**config.mk**
```make
export PLATFORM = sky130hd
export DESIGN_NAME = alu_cmd_sequencer
export DESIGN_NICKNAME = d
export VERILOG_FILES = /design/src/rtl/alu_cmd_sequencer.sv
export SDC_FILE = /design/constraint.sdc
export NUM_CORES = 1
export LEC_CHECK = 0
export BUFFER_PORTS_ARGS = -buffer_cell sky130_fd_sc_hd__buf_2
export CAP_MARGIN = 20
export CORE_MARGIN = 5
export CORE_UTILIZATION = 45
export CTS_BUF_LIST = sky130_fd_sc_hd__clkbuf_8
export CTS_CLUSTER_DIAMETER = 80
export CTS_CLUSTER_SIZE = 8
export DETAILED_ROUTE_END_ITERATION = 10
export PLACE_DENSITY = 0.77
export SLEW_MARGIN = 20
export SYNTH_ARGS = -nofsm -noshare
export SYNTH_HDL_FRONTEND = slang
export SYNTH_SLANG_ARGS = --single-unit
export TNS_END_PERCENT = 100
```
**constraint.sdc**
```tcl
create_clock -name clk -period 2.05 [get_ports clk]
set_input_delay 0.3075 -clock clk [delete_from_list [all_inputs] [get_ports clk]]
set_output_delay 0.3075 -clock clk [all_outputs]
set_load 0.01 [all_outputs]
```
**src/rtl/alu_cmd_sequencer.sv**
```systemverilog
// Command-side sequencer for the 8-bit combinational ALU: valid/ready command in, registered ALU drive,
// programmable settle wait, then a held valid/ready response. Optional accumulator via `ALU_SEQ_ACC_EN.
module alu_cmd_sequencer #(
    parameter int SETTLE_CYCLES = 0,
    parameter int CNT_W         = 8
) (
    input  logic             clk,
    input  logic             rst_n,
    input  logic             cmd_valid,
    output logic             cmd_ready,
    input  logic [2:0]       cmd_op,
    input  logic [7:0]       cmd_a,
    input  logic [7:0]       cmd_b,
    input  logic [1:0]       cmd_shamt,
`ifdef ALU_SEQ_ACC_EN
    input  logic             cmd_acc,
`endif
    output logic [7:0]       alu_a,
    output logic [7:0]       alu_b,
    output logic [1:0]       alu_shiftdesp,
    output logic [2:0]       alu_ctrl,
    input  logic [7:0]       alu_result,
    input  logic             alu_zero,
    input  logic             alu_negative,
    input  logic             alu_carry,
    input  logic             alu_overflow,
    output logic             rsp_valid,
    input  logic             rsp_ready,
    output logic [7:0]       rsp_result,
    output logic [3:0]       rsp_flags,
    output logic             rsp_err,
    output logic [CNT_W-1:0] ops_count
);

    typedef enum logic [1:0] {
        IDLE = 2'd0,
        EXEC = 2'd1,
        RESP = 2'd2
    } state_t;

    localparam logic [3:0] SETTLE_INIT = 4'(SETTLE_CYCLES);

    state_t           state_q, state_d;
    logic [3:0]       wait_q, wait_d;
    logic             illegal_q, illegal_d;
    logic [7:0]       alu_a_q, alu_a_d;
    logic [7:0]       alu_b_q, alu_b_d;
    logic [1:0]       alu_sh_q, alu_sh_d;
    logic [2:0]       alu_ctrl_q, alu_ctrl_d;
    logic [7:0]       rsp_result_q, rsp_result_d;
    logic [3:0]       rsp_flags_q, rsp_flags_d;
    logic             rsp_err_q, rsp_err_d;
    logic [CNT_W-1:0] ops_count_q, ops_count_d;
`ifdef ALU_SEQ_ACC_EN
    logic [7:0]       acc_q, acc_d;
`endif

    logic accept;
    logic capture;
    logic rsp_done;

    assign accept   = cmd_valid && (state_q == IDLE);
    assign capture  = (state_q == EXEC) && (wait_q == 4'd0);
    assign rsp_done = (state_q == RESP) && rsp_ready;

    always_ff @(posedge clk or negedge rst_n) begin
        if (!rst_n) begin
            state_q <= IDLE;
        end else begin
            state_q <= state_d;
        end
    end

    always_comb begin
        state_d = state_q;
        case (state_q)
            IDLE:    if (accept)   state_d = EXEC;
            EXEC:    if (capture)  state_d = RESP;
            RESP:    if (rsp_done) state_d = IDLE;
            default: state_d = IDLE;
        endcase
    end

    always_comb begin
        cmd_ready = (state_q == IDLE);
        rsp_valid = (state_q == RESP);
    end

    // Datapath registers: operands load on accept and then hold, even after the response leaves.
    always_comb begin
        wait_d       = wait_q;
        illegal_d    = illegal_q;
        alu_a_d      = alu_a_q;
        alu_b_d      = alu_b_q;
        alu_sh_d     = alu_sh_q;
        alu_ctrl_d   = alu_ctrl_q;
        rsp_result_d = rsp_result_q;
        rsp_flags_d  = rsp_flags_q;
        rsp_err_d    = rsp_err_q;
        ops_count_d  = ops_count_q;
`ifdef ALU_SEQ_ACC_EN
        acc_d        = acc_q;
`endif

        if (accept) begin
`ifdef ALU_SEQ_ACC_EN
            alu_a_d = cmd_acc ? acc_q : cmd_a;
`else
            alu_a_d = cmd_a;
`endif
            alu_b_d    = cmd_b;
            alu_sh_d   = cmd_shamt;
            alu_ctrl_d = cmd_op;
            illegal_d  = cmd_op[2] & cmd_op[1];
            wait_d     = SETTLE_INIT;
        end

        if ((state_q == EXEC) && (wait_q != 4'd0)) begin
            wait_d = wait_q - 4'd1;
        end

        if (capture) begin
            if (illegal_q) begin
                rsp_result_d = 8'h00;
                rsp_flags_d  = 4'b0000;
                rsp_err_d    = 1'b1;
            end else begin
                rsp_result_d = alu_result;
                rsp_flags_d  = {alu_negative, alu_zero, alu_carry, alu_overflow};
                rsp_err_d    = 1'b0;
`ifdef ALU_SEQ_ACC_EN
                acc_d        = alu_result;
`endif
            end
        end

        if (rsp_done) begin
            ops_count_d = ops_count_q + CNT_W'(1);
        end
    end

    always_ff @(posedge clk or negedge rst_n) begin
        if (!rst_n) begin
            wait_q       <= 4'd0;
            illegal_q    <= 1'b0;
            alu_a_q      <= 8'h00;
            alu_b_q      <= 8'h00;
            alu_sh_q     <= 2'd0;
            alu_ctrl_q   <= 3'd0;
            rsp_result_q <= 8'h00;
            rsp_flags_q  <= 4'b0000;
            rsp_err_q    <= 1'b0;
            ops_count_q  <= '0;
`ifdef ALU_SEQ_ACC_EN
            acc_q        <= 8'h00;
`endif
        end else begin
            wait_q       <= wait_d;
            illegal_q    <= illegal_d;
            alu_a_q      <= alu_a_d;
            alu_b_q      <= alu_b_d;
            alu_sh_q     <= alu_sh_d;
            alu_ctrl_q   <= alu_ctrl_d;
            rsp_result_q <= rsp_result_d;
            rsp_flags_q  <= rsp_flags_d;
            rsp_err_q    <= rsp_err_d;
            ops_count_q  <= ops_count_d;
`ifdef ALU_SEQ_ACC_EN
            acc_q        <= acc_d;
`endif
        end
    end

    assign alu_a         = alu_a_q;
    assign alu_b         = alu_b_q;
    assign alu_shiftdesp = alu_sh_q;
    assign alu_ctrl      = alu_ctrl_q;
    assign rsp_result    = rsp_result_q;
    assign rsp_flags     = rsp_flags_q;
    assign rsp_err       = rsp_err_q;
    assign ops_count     = ops_count_q;

endmodule

```
==> results of run 1 <==
-- path summary, 6_finish.rpt --
check	start	to	depth (start not counted)
worst min-delay path	cmd_b[1]	alu_b[1]	3
worst max-delay path	wait_q[0]	rsp_result[6]	5
worst max register to register	wait_q[0]	rsp_result[6]	5
worst min register to register	ops_count[7]	ops_count[7]	1
min in group asynchronous	rst_n	ops_count[2]	2
max in group asynchronous	rst_n	alu_a[1]	3
-- cell families after synthesis --
group,Yosys count
simple gates,104
flops,49
xor+xnor,7
buf+inv,10
compound gates,10
mux,14
fa+ha+maj,2
-- critical path, cell delays in order (launching register included) --
cell,delay [ns]
sky130_fd_sc_hd__dfrtp_1,0.40
sky130_fd_sc_hd__inv_1,0.08
sky130_fd_sc_hd__ha_1,0.19
sky130_fd_sc_hd__nor3b_4,0.35
sky130_fd_sc_hd__nand3b_4,0.27
sky130_fd_sc_hd__mux2_4,0.37
-- cells in the mapped netlist, types with 2 or more instances --
cell	number	area, um2
sky130_fd_sc_hd__nand2_1	72	270
sky130_fd_sc_hd__dfrtp_1	49	1230
sky130_fd_sc_hd__nor2b_1	13	81.3
sky130_fd_sc_hd__mux2_4	9	135
sky130_fd_sc_hd__buf_2	5	25.0
sky130_fd_sc_hd__mux2_2	5	56.3
sky130_fd_sc_hd__o21ai_0	5	25.0
sky130_fd_sc_hd__xor2_1	5	43.8
sky130_fd_sc_hd__nor2_1	4	15.0
sky130_fd_sc_hd__inv_1	3	11.3
sky130_fd_sc_hd__ha_1	2	25.0
sky130_fd_sc_hd__nand3_1	2	10.0
sky130_fd_sc_hd__nor3_1	2	10.0
sky130_fd_sc_hd__o31ai_1	2	15.0
sky130_fd_sc_hd__xnor2_1	2	17.5
-- routing by layer --
layer  up-vias  wire length, um  global-route usage, %
met5         -                0                      0
met4         0               38                   6.29
met3         3              494                   5.56
met2        68             2020                   24.1
met1       748             1920                   19.0
li1        799                -                      -
-- repair_timing --
action,CTS,global route
endpoints found under the hold margin,20,0
setup buffers,0,0
resized for setup,0,0
hold buffers,1,0
-- area by class of cell --
type / instances / area, um2 / area share, %
clock buffer: 5 / 68.8 / 2.55
clock inverter: 3 / 17.5 / 0.649
inverter: 3 / 11.3 / 0.417
multi-input combinational: 137 / 856 / 31.7
sequential: 49 / 1230 / 45.4
tap: 54 / 67.6 / 2.50
timing repair buffer: 85 / 453 / 16.8
-- power by group through the flow --
stage          registers, mW  logic, mW  clock network [mW]
4_1_cts                 1.70       1.70               0.565
5_1_grt                 1.76       1.85               0.607
2_1_floorplan           1.84      0.923                   0
6_report                1.70       1.66               0.543
3_3_place_gp            1.70       1.62                   0
3_5_place_dp            1.71       1.70                   0
-- registers in the layout, summed over array words and instances, names as in the netlist --
register	cells
ops_count	8
alu_ctrl	3
alu_a	8
rsp_flags	4
illegal_q	1
state_q	2
alu_b	8
wait_q	4
rsp_err	1
alu_shiftdesp	2
rsp_result	8
-- cells in the final DEF, fill, tap and decap left out, types with 3 or more instances in the layout --
cell type	netlist	final
sky130_fd_sc_hd__inv_1	3	3
sky130_fd_sc_hd__nor2b_1	13	13
sky130_fd_sc_hd__dfrtp_1	49	49
sky130_fd_sc_hd__buf_4	0	3
sky130_fd_sc_hd__nor2_1	4	4
sky130_fd_sc_hd__clkbuf_8	0	5
sky130_fd_sc_hd__mux2_2	5	5
sky130_fd_sc_hd__o21ai_0	5	5
sky130_fd_sc_hd__xor2_1	5	5
sky130_fd_sc_hd__nand2_1	72	72
sky130_fd_sc_hd__mux2_4	9	9
sky130_fd_sc_hd__buf_2	5	80
==> tab_implementation.tex, run 1 <==
\begin{tabular}{lr}
\hline
Metric & Value \\
\hline
\multicolumn{2}{l}{\textbf{Yosys}} \\
Synth warn & 0 \\
Mean post-synth cell area & 10.9 um2 \\
Post-synthesis sequential element count & slightly below 50 \\
Synthesized-area fraction occupied by ao, oa, aoi and oai cells & under 10\% \\
Fraction of the yosys area taken by sequential cells & 57.6\% \\
Synth Area in Simple Gates & 23.9\% \\
Dominant combinational cell family by area after synthesis & simple AND/OR/NAND/NOR gates \\
Post-Syn Instances & 196 \\
Top flip-flop cell by instance count after synthesis & sky130\_fd\_sc\_hd\_\_dfrtp\_1 \\
Netlist Area Pre-Place & 0.00213 mm2 \\
Synth unique cells & 31 \\
Synthesized Nets & 235 \\
Post-Synth Adder-Cell Area & about 1.2\% \\
Area share of xor/xnor cells in the synthesized design & 2.88\% \\
Mux share of post-synthesis cell area & under 10\% \\
Proportion of synthesized flip-flops having asynchronous set or reset & 100\% \\
Count of flip-flops with a built-in enable after synthesis & 0 \\
\multicolumn{2}{l}{\textbf{Power}} \\
Highest ir drop seen on vdd & 652 uV \\
Clock share of power & approximately 14\% \\
Switching share of total power & a little under two fifths \\
Power per unit of standard cell area & $\sim$1400 mW/mm2 \\
Net switching power & 1.46 mW \\
Final Total Pwr & 3.90 mW \\
Internal Dissipation & 2.44 mW \\
Flop pwr share & 43.5\% \\
Cell leakage power & 1.53 nW \\
Combinational Power Share & between 40\% and 50\% \\
\multicolumn{2}{l}{\textbf{Global route}} \\
Global-route wire length before repair & 7.40 mm \\
Initial antenna violation count & 0 \\
Largest net degree at the start of global routing & 30 \\
Vias in the first global route & 1,667 \\
Total grt overflow & 0 \\
Combined global-route utilization of all metal layers & approximately 15\% \\
\multicolumn{2}{l}{\textbf{Setup path}} \\
Crit path required time & 2.24 ns \\
CP max FO & 14 \\
Worst Setup End Kind & flip-flop \\
Register-to-register setup slack & 0.28 ns \\
Crit path launch type & flip-flop \\
Worst setup path category & flip-flop to flip-flop \\
Worst Path Arrival & 1.96 ns \\
\multicolumn{2}{l}{\textbf{Floorplanning}} \\
I/O Pins & 81 \\
Placement Rows & 25 \\
Core Footprint & 0.00466 mm2 \\
Die outline area & between 0.006 and 0.007 mm2 \\
Starting density of the core & 45.7\% \\
Height of the chip & about 80 um \\
Horiz. Die Dim & 78.8 um \\
\multicolumn{2}{l}{\textbf{Detailed routing}} \\
Number of iterations in the first detailed-routing pass & 4 \\
Wirelength per Cell & 13.3 um \\
Total wire length after detailed routing & 4.47 mm \\
Routed via count & between 1,500 and 2,000 \\
Number of DRC markers after the initial detailed-route iteration & 60 \\
Avg Vias per Cell & 4.82 \\
Count of antenna-violating nets left after detailed routing & 0 \\
DRC Markers & 0 \\
\multicolumn{2}{l}{\textbf{Finish}} \\
Final standard cell area without fillers & between 0.002 and 0.003 mm2 \\
Fill cell instance count of the final layout & 407 \\
Final standard cell utilization of the core & 57.9\% \\
Fraction of final layout cells sized beyond drive strength 1 & 39.4\% \\
Antenna diode count & 0 \\
Final-stage net count & 320 \\
Final standard cell count with taps included and fillers excluded & about 340 \\
Layout-stage area growth over the synthesis result & 26.9\% \\
\multicolumn{2}{l}{\textbf{STA}} \\
Peak clock frequency supported by timing & roughly 560 MHz \\
Max-slew headroom & between 60\% and 70\% \\
Hold slack & 0.189 ns \\
Post-route clock period utilization & between 80\% and 90\% \\
Worst clock skew on the final layout & 0.00467 ns \\
Clock period minus worst slack & 1.77 ns \\
Final count of negative-setup-slack endpoints & 0 \\
Number of pins exceeding their max-slew limit in the final report & 0 \\
Hold Violations, Final & 0 \\
Slew @ Worst Pin & 0.489 ns \\
Final sum of negative setup slack & 0 ns \\
Unrepaired setup endpoints after global routing & false \\
Worst setup margin & 0.278 ns \\
\multicolumn{2}{l}{\textbf{Clocking}} \\
Clock latency on the worst-skew pair & 0.30 ns \\
Clock Sink Count & 49 \\
TritonCTS clock tree & yes \\
Clock transition time at the flip-flop clock pins of the worst setup and hold paths & 0.09 ns \\
Maximum clock path buffer count & 2 \\
Library cell used as clock root buffer & sky130\_fd\_sc\_hd\_\_clkbuf\_8 \\
Inserted Clock Buffers & 5 \\
Max H-tree Level & 2 \\
\multicolumn{2}{l}{\textbf{Worst hold path}} \\
Path class of the lowest-slack min-delay path & primary input to flip-flop \\
\multicolumn{2}{l}{\textbf{Outcome}} \\
Result of the run & completed \\
\multicolumn{2}{l}{\textbf{Placement}} \\
Number of port buffers & 80 \\
Detail Placement HPWL & 3.35 mm \\
DP Area & 0.00260 mm2 \\
Setup slack after placement & between 0.2 and 0.3 ns \\
Final GP Congestion & 0.706 \\
Number of placed instances, taps included & 327 \\
\multicolumn{2}{l}{\textbf{Job}} \\
Max Cap Violations & 0 \\
\hline
\end{tabular}
(Power assumes the default switching activity.)
==> run 2: changes to the inputs <==
--- a/config.mk
+++ b/config.mk
@@ -13,7 +13,9 @@
 export CTS_CLUSTER_DIAMETER = 80
 export CTS_CLUSTER_SIZE = 8
 export DETAILED_ROUTE_END_ITERATION = 10
+export GPL_TIMING_DRIVEN = 0
 export PLACE_DENSITY = 0.77
+export REMOVE_ABC_BUFFERS = 1
 export SLEW_MARGIN = 20
 export SYNTH_ARGS = -nofsm -noshare
 export SYNTH_HDL_FRONTEND = slang
==> run 2 against run 1 <==
Sequential power is essentially flat. Core utilization shrank 0.91 points. Final cell count shrank 1.5%. Sequential share of layout area grew 0.73 points. Clock skew grew 0.0013 ns. Die area is the same. Combinational power is essentially flat. Critical path type unchanged. Highest routed layer unchanged.
==> tab_implementation.tex, run 2 (synthesis results as in run 1) <==
\begin{tabular}{lr}
\hline
Metric & Value \\
\hline
\multicolumn{2}{l}{\textbf{Power}} \\
Net switching power & about 1.4 mW \\
Internal Dissipation & 2.45 mW \\
Clock share of power & 14.2\% \\
Cell leakage power & 1.51 nW \\
Power per unit of standard cell area & 1460 mW/mm2 \\
Final Total Pwr & approximately 3.9 mW \\
Flop pwr share & 43.9\% \\
Switching share of total power & 36.7\% \\
Combinational Power Share & approximately two fifths \\
Highest ir drop seen on vdd & 630 uV \\
\multicolumn{2}{l}{\textbf{STA}} \\
Final count of negative-setup-slack endpoints & 0 \\
Unrepaired setup endpoints after global routing & false \\
Post-route clock period utilization & 86.5\% \\
Peak clock frequency supported by timing & $\sim$560 MHz \\
Clock period minus worst slack & 1.77 ns \\
Hold Violations, Final & 0 \\
Worst clock skew on the final layout & 0.00601 ns \\
Max-slew headroom & just under 60\% \\
Worst setup margin & 0.276 ns \\
Final sum of negative setup slack & 0 ns \\
Number of pins exceeding their max-slew limit in the final report & 0 \\
Slew @ Worst Pin & about 0.6 ns \\
\multicolumn{2}{l}{\textbf{Placement}} \\
Detail Placement HPWL & 3.06 mm \\
Number of port buffers & 80 \\
Final GP Congestion & approximately 0.76 \\
Setup slack after placement & 0.158 ns \\
\multicolumn{2}{l}{\textbf{Global route}} \\
Total grt overflow & 0 \\
Combined global-route utilization of all metal layers & approximately 15\% \\
Largest net degree at the start of global routing & 50 \\
Global-route wire length before repair & 7.38 mm \\
Initial antenna violation count & 0 \\
Vias in the first global route & approximately 1,600 \\
\multicolumn{2}{l}{\textbf{Outcome}} \\
Result of the run & completed \\
\multicolumn{2}{l}{\textbf{Finish}} \\
Final standard cell utilization of the core & 57.0\% \\
Fraction of final layout cells sized beyond drive strength 1 & between 30 and 40\% \\
Most common cell after layout, fill and taps aside & sky130\_fd\_sc\_hd\_\_buf\_2 \\
Antenna diode count & 0 \\
Most frequent cells in the layout & 79 x sky130\_fd\_sc\_hd\_\_buf\_2, 72 x sky130\_fd\_sc\_hd\_\_nand2\_1, 49 x sky130\_fd\_sc\_hd\_\_dfrtp\_1, 13 x sky130\_fd\_sc\_hd\_\_nor2b\_1, 9 x sky130\_fd\_sc\_hd\_\_mux2\_4 \\
Layout-stage area growth over the synthesis result & 24.9\% \\
Final-stage net count & 316 \\
\multicolumn{2}{l}{\textbf{Setup path}} \\
Crit path required time & between 2 and 2.5 ns \\
Register-to-register setup slack & 0.28 ns \\
Beginning of the worst register-to-register path & wait\_q[0] \\
Worst setup startpoint & wait\_q[0] \\
CP max FO & 14 \\
Worst setup path end & rsp\_result[7] \\
Worst setup path category & flip-flop to flip-flop \\
Reg2reg end & rsp\_result[7] \\
Worst Setup End Kind & flip-flop \\
Cells on worst reg2reg path & 5 \\
Worst Path Arrival & 1.95 ns \\
Crit path launch type & flip-flop \\
\multicolumn{2}{l}{\textbf{Detailed routing}} \\
Routed via count & 1,607 \\
Total wire length after detailed routing & $\sim$4.3 mm \\
Wirelength per Cell & 12.9 um \\
DRC Markers & 0 \\
Number of DRC markers after the initial detailed-route iteration & 62 \\
Avg Vias per Cell & around 4.9 \\
Number of iterations in the first detailed-routing pass & 4 \\
Count of antenna-violating nets left after detailed routing & 0 \\
\multicolumn{2}{l}{\textbf{Job}} \\
Max Cap Violations & 0 \\
\multicolumn{2}{l}{\textbf{Clocking}} \\
Library cell used as clock root buffer & sky130\_fd\_sc\_hd\_\_clkbuf\_8 \\
Inserted Clock Buffers & 5 \\
Clock transition time at the flip-flop clock pins of the worst setup and hold paths & 0.08 ns \\
Maximum clock path buffer count & 2 \\
Number of hold buffers added after CTS & 0 \\
Quantity of gates resized following cts & 0 \\
TritonCTS clock tree & yes \\
Max H-tree Level & 2 \\
Clock latency on the worst-skew pair & 0.29 ns \\
Buffers inserted by post-CTS timing repair & 0 \\
Clock Sink Count & 49 \\
\multicolumn{2}{l}{\textbf{Floorplanning}} \\
I/O Pins & 81 \\
Core Footprint & 0.00466 mm2 \\
Height of the chip & 78.8 um \\
Die outline area & 0.00620 mm2 \\
Starting density of the core & 45.7\% \\
Placement Rows & 25 \\
Horiz. Die Dim & approximately 79 um \\
\multicolumn{2}{l}{\textbf{Worst hold path}} \\
Path class of the lowest-slack min-delay path & primary input to async pin \\
\hline
\end{tabular}
## run 2: cell types whose count changed in the layout (fill, tap and decap cells not counted), sizes merged
| cell | previous run | this run |
|---|---|---|
| inv | 3 | 4 |
| clkinv | 2 | 0 |
| clkinvlp | 1 | 0 |
| buf | 84 | 81 |
| dlygate4sd3 | 1 | 0 |
| clkbuf | 5 | 6 |
## run 2: worst min path at each step
| stage | from | to | slack [ns] | cells after the start |
|---|---|---|---|---|
| CTS | cmd_shamt[0] | alu_shiftdesp[0] | 0.19 | 3 |
| detailed placement | alu_shiftdesp[1] | alu_shiftdesp[1] | 0.46 | 2 |
| finish | rst_n | ops_count[5] | 0.03 | 1 |
| global placement | ops_count[7] | ops_count[7] | 0.45 | 1 |
| global route | rst_n | ops_count[5] | 0.07 | 1 |
| floorplan | rst_n | alu_a[0] | 0.01 | 0 |
## run 2: critical path, stage by stage (launching register included)
cell	delay, ns
sky130_fd_sc_hd__dfrtp_1	0.40
sky130_fd_sc_hd__inv_1	0.08
sky130_fd_sc_hd__ha_1	0.19
sky130_fd_sc_hd__nor3b_4	0.34
sky130_fd_sc_hd__nand3b_4	0.28
sky130_fd_sc_hd__mux2_4	0.37
## run 2: power groups by stage
stage	combinational [mW]	sequential, mW	clock, mW
finish	1.63	1.70	0.549
global route	1.83	1.77	0.619
CTS	1.66	1.70	0.571
detailed placement	1.65	1.71	0
global placement	1.60	1.71	0
floorplan	0.859	1.86	0
## run 2: cell type report
type	instances	area, um2
Timing Repair Buffer	81	410
Fill cell	395	2000
Clock buffer	6	82.6
Multi-Input combinational cell	137	856
Clock inverter	1	3.75
Sequential cell	49	1230
Tap cell	54	67.6
Inverter	3	11.3
## run 2: metrics by stage
stage	hold WS [ns]	std cells	area (um2)
2_1_floorplan	0.0119	189	2090
3_3_place_gp	0.453	323	2560
4_1_cts	0.193	331	2660
6_report	0.0253	331	2660
5_1_grt	0.0692	331	2660
3_5_place_dp	0.457	324	2570
## run 2: per-layer routing
| metal | vias up | routed length, um | GRT usage, % |
|---|---|---|---|
| met5 | - | 0 | 0 |
| met4 | 0 | 19 | 3.15 |
| met3 | 2 | 388 | 4.76 |
| met2 | 62 | 1930 | 23.7 |
| met1 | 750 | 1940 | 20.2 |
| li1 | 793 | - | - |
==> run 3: changes to the inputs <==
--- a/config.mk
+++ b/config.mk
@@ -6,7 +6,6 @@
 export NUM_CORES = 1
 export LEC_CHECK = 0
 export BUFFER_PORTS_ARGS = -buffer_cell sky130_fd_sc_hd__buf_2
-export CAP_MARGIN = 20
 export CORE_MARGIN = 5
 export CORE_UTILIZATION = 45
 export CTS_BUF_LIST = sky130_fd_sc_hd__clkbuf_8
@@ -15,6 +14,7 @@
 export DETAILED_ROUTE_END_ITERATION = 10
 export GPL_TIMING_DRIVEN = 0
 export PLACE_DENSITY = 0.77
+export RECOVER_POWER = 100
 export REMOVE_ABC_BUFFERS = 1
 export SLEW_MARGIN = 20
 export SYNTH_ARGS = -nofsm -noshare
==> run 3 against run 2 <==
Sequential share of layout area grew 2.0 points. Core utilization decreased by 2.3 points. Hold slack gained 0.18 ns. Maximum frequency grew 1.9%. Sequential cell count unchanged. Critical endpoint unchanged. Highest routed layer unchanged.
==> tab_implementation.tex, run 3 (synthesis results as in run 1) <==
\begin{tabular}{lr}
\hline
Metric & Value \\
\hline
\multicolumn{2}{l}{\textbf{STA}} \\
Final sum of negative setup slack & 0 ns \\
Final count of negative-setup-slack endpoints & 0 \\
Post-route clock period utilization & around 85\% \\
Peak clock frequency supported by timing & 574 MHz \\
Hold Violations, Final & 0 \\
Unrepaired setup endpoints after global routing & false \\
Number of pins exceeding their max-slew limit in the final report & 0 \\
Max-slew headroom & between 20\% and 30\% \\
Worst clock skew on the final layout & approximately 0.0045 ns \\
Slew @ Worst Pin & 1.19 ns \\
Clock period minus worst slack & 1.74 ns \\
Hold slack & 0.209 ns \\
\multicolumn{2}{l}{\textbf{Floorplanning}} \\
I/O Pins & 81 \\
Core Footprint & 0.00466 mm2 \\
Placement Rows & 25 \\
Starting density of the core & a little under half \\
Horiz. Die Dim & 78.8 um \\
Die outline area & 0.00620 mm2 \\
Height of the chip & 78.8 um \\
\multicolumn{2}{l}{\textbf{Detailed routing}} \\
Wirelength per Cell & 12.8 um \\
Number of iterations in the first detailed-routing pass & 4 \\
Number of DRC markers after the initial detailed-route iteration & 63 \\
Total wire length after detailed routing & 4.23 mm \\
Count of antenna-violating nets left after detailed routing & 0 \\
Routed via count & 1,619 \\
DRC Markers & 0 \\
Avg Vias per Cell & a little under 5 \\
\multicolumn{2}{l}{\textbf{Power}} \\
Internal Dissipation & approximately 2.2 mW \\
Clock share of power & 15.0\% \\
Combinational Power Share & 38.2\% \\
Cell leakage power & 1.30 nW \\
Power per unit of standard cell area & 1430 mW/mm2 \\
Net switching power & 1.40 mW \\
Flop pwr share & about 47\% \\
Highest ir drop seen on vdd & 590 uV \\
Switching share of total power & about two fifths \\
\multicolumn{2}{l}{\textbf{Setup path}} \\
Worst Setup End Kind & flip-flop \\
Crit path launch type & flip-flop \\
CP max FO & 14 \\
Worst Path Arrival & around 1.9 ns \\
Max stage delay cell, worst path & sky130\_fd\_sc\_hd\_\_dfrtp\_1 \\
Delay of the slowest cell on the worst path & 0.40 ns \\
Crit path required time & about 2.2 ns \\
Worst setup path category & flip-flop to flip-flop \\
Cells along the critical path & inv\_1, ha\_1, nor3b\_4, nand3b\_4, mux2\_1 \\
\multicolumn{2}{l}{\textbf{Placement}} \\
Final GP Congestion & between 0.7 and 0.8 \\
Number of port buffers & 80 \\
Detail Placement HPWL & 3.06 mm \\
\multicolumn{2}{l}{\textbf{Global route}} \\
Initial antenna violation count & 0 \\
Vias in the first global route & 1,579 \\
Combined global-route utilization of all metal layers & between 10\% and 20\% \\
Total grt overflow & 0 \\
Global-route wire length before repair & between 7 and 8 mm \\
Largest net degree at the start of global routing & 50 \\
\multicolumn{2}{l}{\textbf{Finish}} \\
Most common cell after layout, fill and taps aside & sky130\_fd\_sc\_hd\_\_nand2\_1 \\
Fill cell instance count of the final layout & 445 \\
Most frequent cells in the layout & 72 x sky130\_fd\_sc\_hd\_\_nand2\_1, 49 x sky130\_fd\_sc\_hd\_\_dfrtp\_1, 44 x sky130\_fd\_sc\_hd\_\_clkbuf\_1, 35 x sky130\_fd\_sc\_hd\_\_buf\_2, 13 x sky130\_fd\_sc\_hd\_\_nor2b\_1 \\
Final-stage net count & 316 \\
Antenna diode count & 0 \\
Fraction of final layout cells sized beyond drive strength 1 & 19.1\% \\
Layout-stage area growth over the synthesis result & 19.8\% \\
\multicolumn{2}{l}{\textbf{Clocking}} \\
TritonCTS clock tree & yes \\
Inserted Clock Buffers & 5 \\
Max H-tree Level & 2 \\
Library cell used as clock root buffer & sky130\_fd\_sc\_hd\_\_clkbuf\_8 \\
Clock transition time at the flip-flop clock pins of the worst setup and hold paths & 0.08 ns \\
Clock latency on the worst-skew pair & 0.29 ns \\
Number of hold buffers added after CTS & 0 \\
Maximum clock path buffer count & 2 \\
Clock Sink Count & 49 \\
\multicolumn{2}{l}{\textbf{Worst hold path}} \\
Path class of the lowest-slack min-delay path & primary input to flip-flop \\
\multicolumn{2}{l}{\textbf{Outcome}} \\
Result of the run & completed \\
\multicolumn{2}{l}{\textbf{Job}} \\
Max Cap Violations & 0 \\
\hline
\end{tabular}
## run 3: changes by cell type in the layout (fill, tap and decap cells not counted)
cell	change
sky130_fd_sc_hd__clkbuf_1	+44
sky130_fd_sc_hd__mux2_4	-9
sky130_fd_sc_hd__clkbuf_2	+2
sky130_fd_sc_hd__nand4b_4	-1
sky130_fd_sc_hd__mux2_1	+9
sky130_fd_sc_hd__buf_2	-44
sky130_fd_sc_hd__buf_4	-2
sky130_fd_sc_hd__nand4b_1	+1
## run 3: worst paths after layout
kind                         startpoint            end  slack (ns)  cells after the start
setup / recovery              wait_q[0]  rsp_result[7]        0.31                      5
hold / removal                 cmd_a[0]       alu_a[0]        0.21                      3
setup reg to reg              wait_q[0]  rsp_result[7]        0.31                      5
hold reg to reg            ops_count[7]   ops_count[7]        0.48                      1
max in group asynchronous         rst_n   rsp_flags[1]        1.08                      1
min in group asynchronous         rst_n   ops_count[5]        0.25                      1
## run 3: layer usage
| metal | wire length, um | track usage [%] |
|---|---|---|
| met1 | 1920 | 20.2 |
| met2 | 1900 | 23.7 |
| met3 | 401 | 4.76 |
| met4 | 19 | 3.15 |
| met5 | 0 | 0 |
## run 3: layout make-up
type                       instances  area [um2]  share of cell area (%)
timing repair buffer              81         350                    13.7
multi-input combinational        137         807                    31.7
clock inverter                     1        3.75                   0.147
clock buffer                       6        82.6                    3.24
tap                               54        67.6                    2.65
sequential                        49        1230                    48.1
inverter                           3        11.3                   0.442
## run 3: worst max-delay path, delay by kind of cell, from the launching register on
kind / cells / cell delay, ns
adders and majority gates: 1 / 0.19
buffers and inverters: 1 / 0.08
DFF: 1 / 0.40
muxes: 1 / 0.37
and+or+nand+nor: 2 / 0.58
## run 3: what timing repair did
item                                    CTS  global route
endpoints found under the hold margin     0             0
endpoints found under the setup margin    0             1
buffers inserted                          0             0
gates resized for setup                   0             1
## run 3: power groups by stage
stage	Combinational (mW)	Clock [mW]	Sequential, mW
final	1.39	0.545	1.70
after global routing	1.59	0.619	1.77
after global placement	1.60	0	1.71
after detailed placement	1.65	0	1.71
after CTS	1.66	0.571	1.70
after floorplan	0.859	0	1.86
## run 3: per-stage QoR
step / setup WS, ns / utilization, % / instance area, um2 / power (mW) / cells
final: 0.309 / 54.7 / 2550 / 3.63 / 331
after global routing: 0.113 / 54.7 / 2550 / 3.97 / 331
after CTS: 0.152 / 57.0 / 2660 / 3.93 / 331
after detailed placement: 0.158 / 55.1 / 2570 / 3.37 / 324
after global placement: -0.695 / 54.8 / 2560 / 3.30 / 323
after floorplan: 0.000461 / - / 2090 / 2.72 / 189
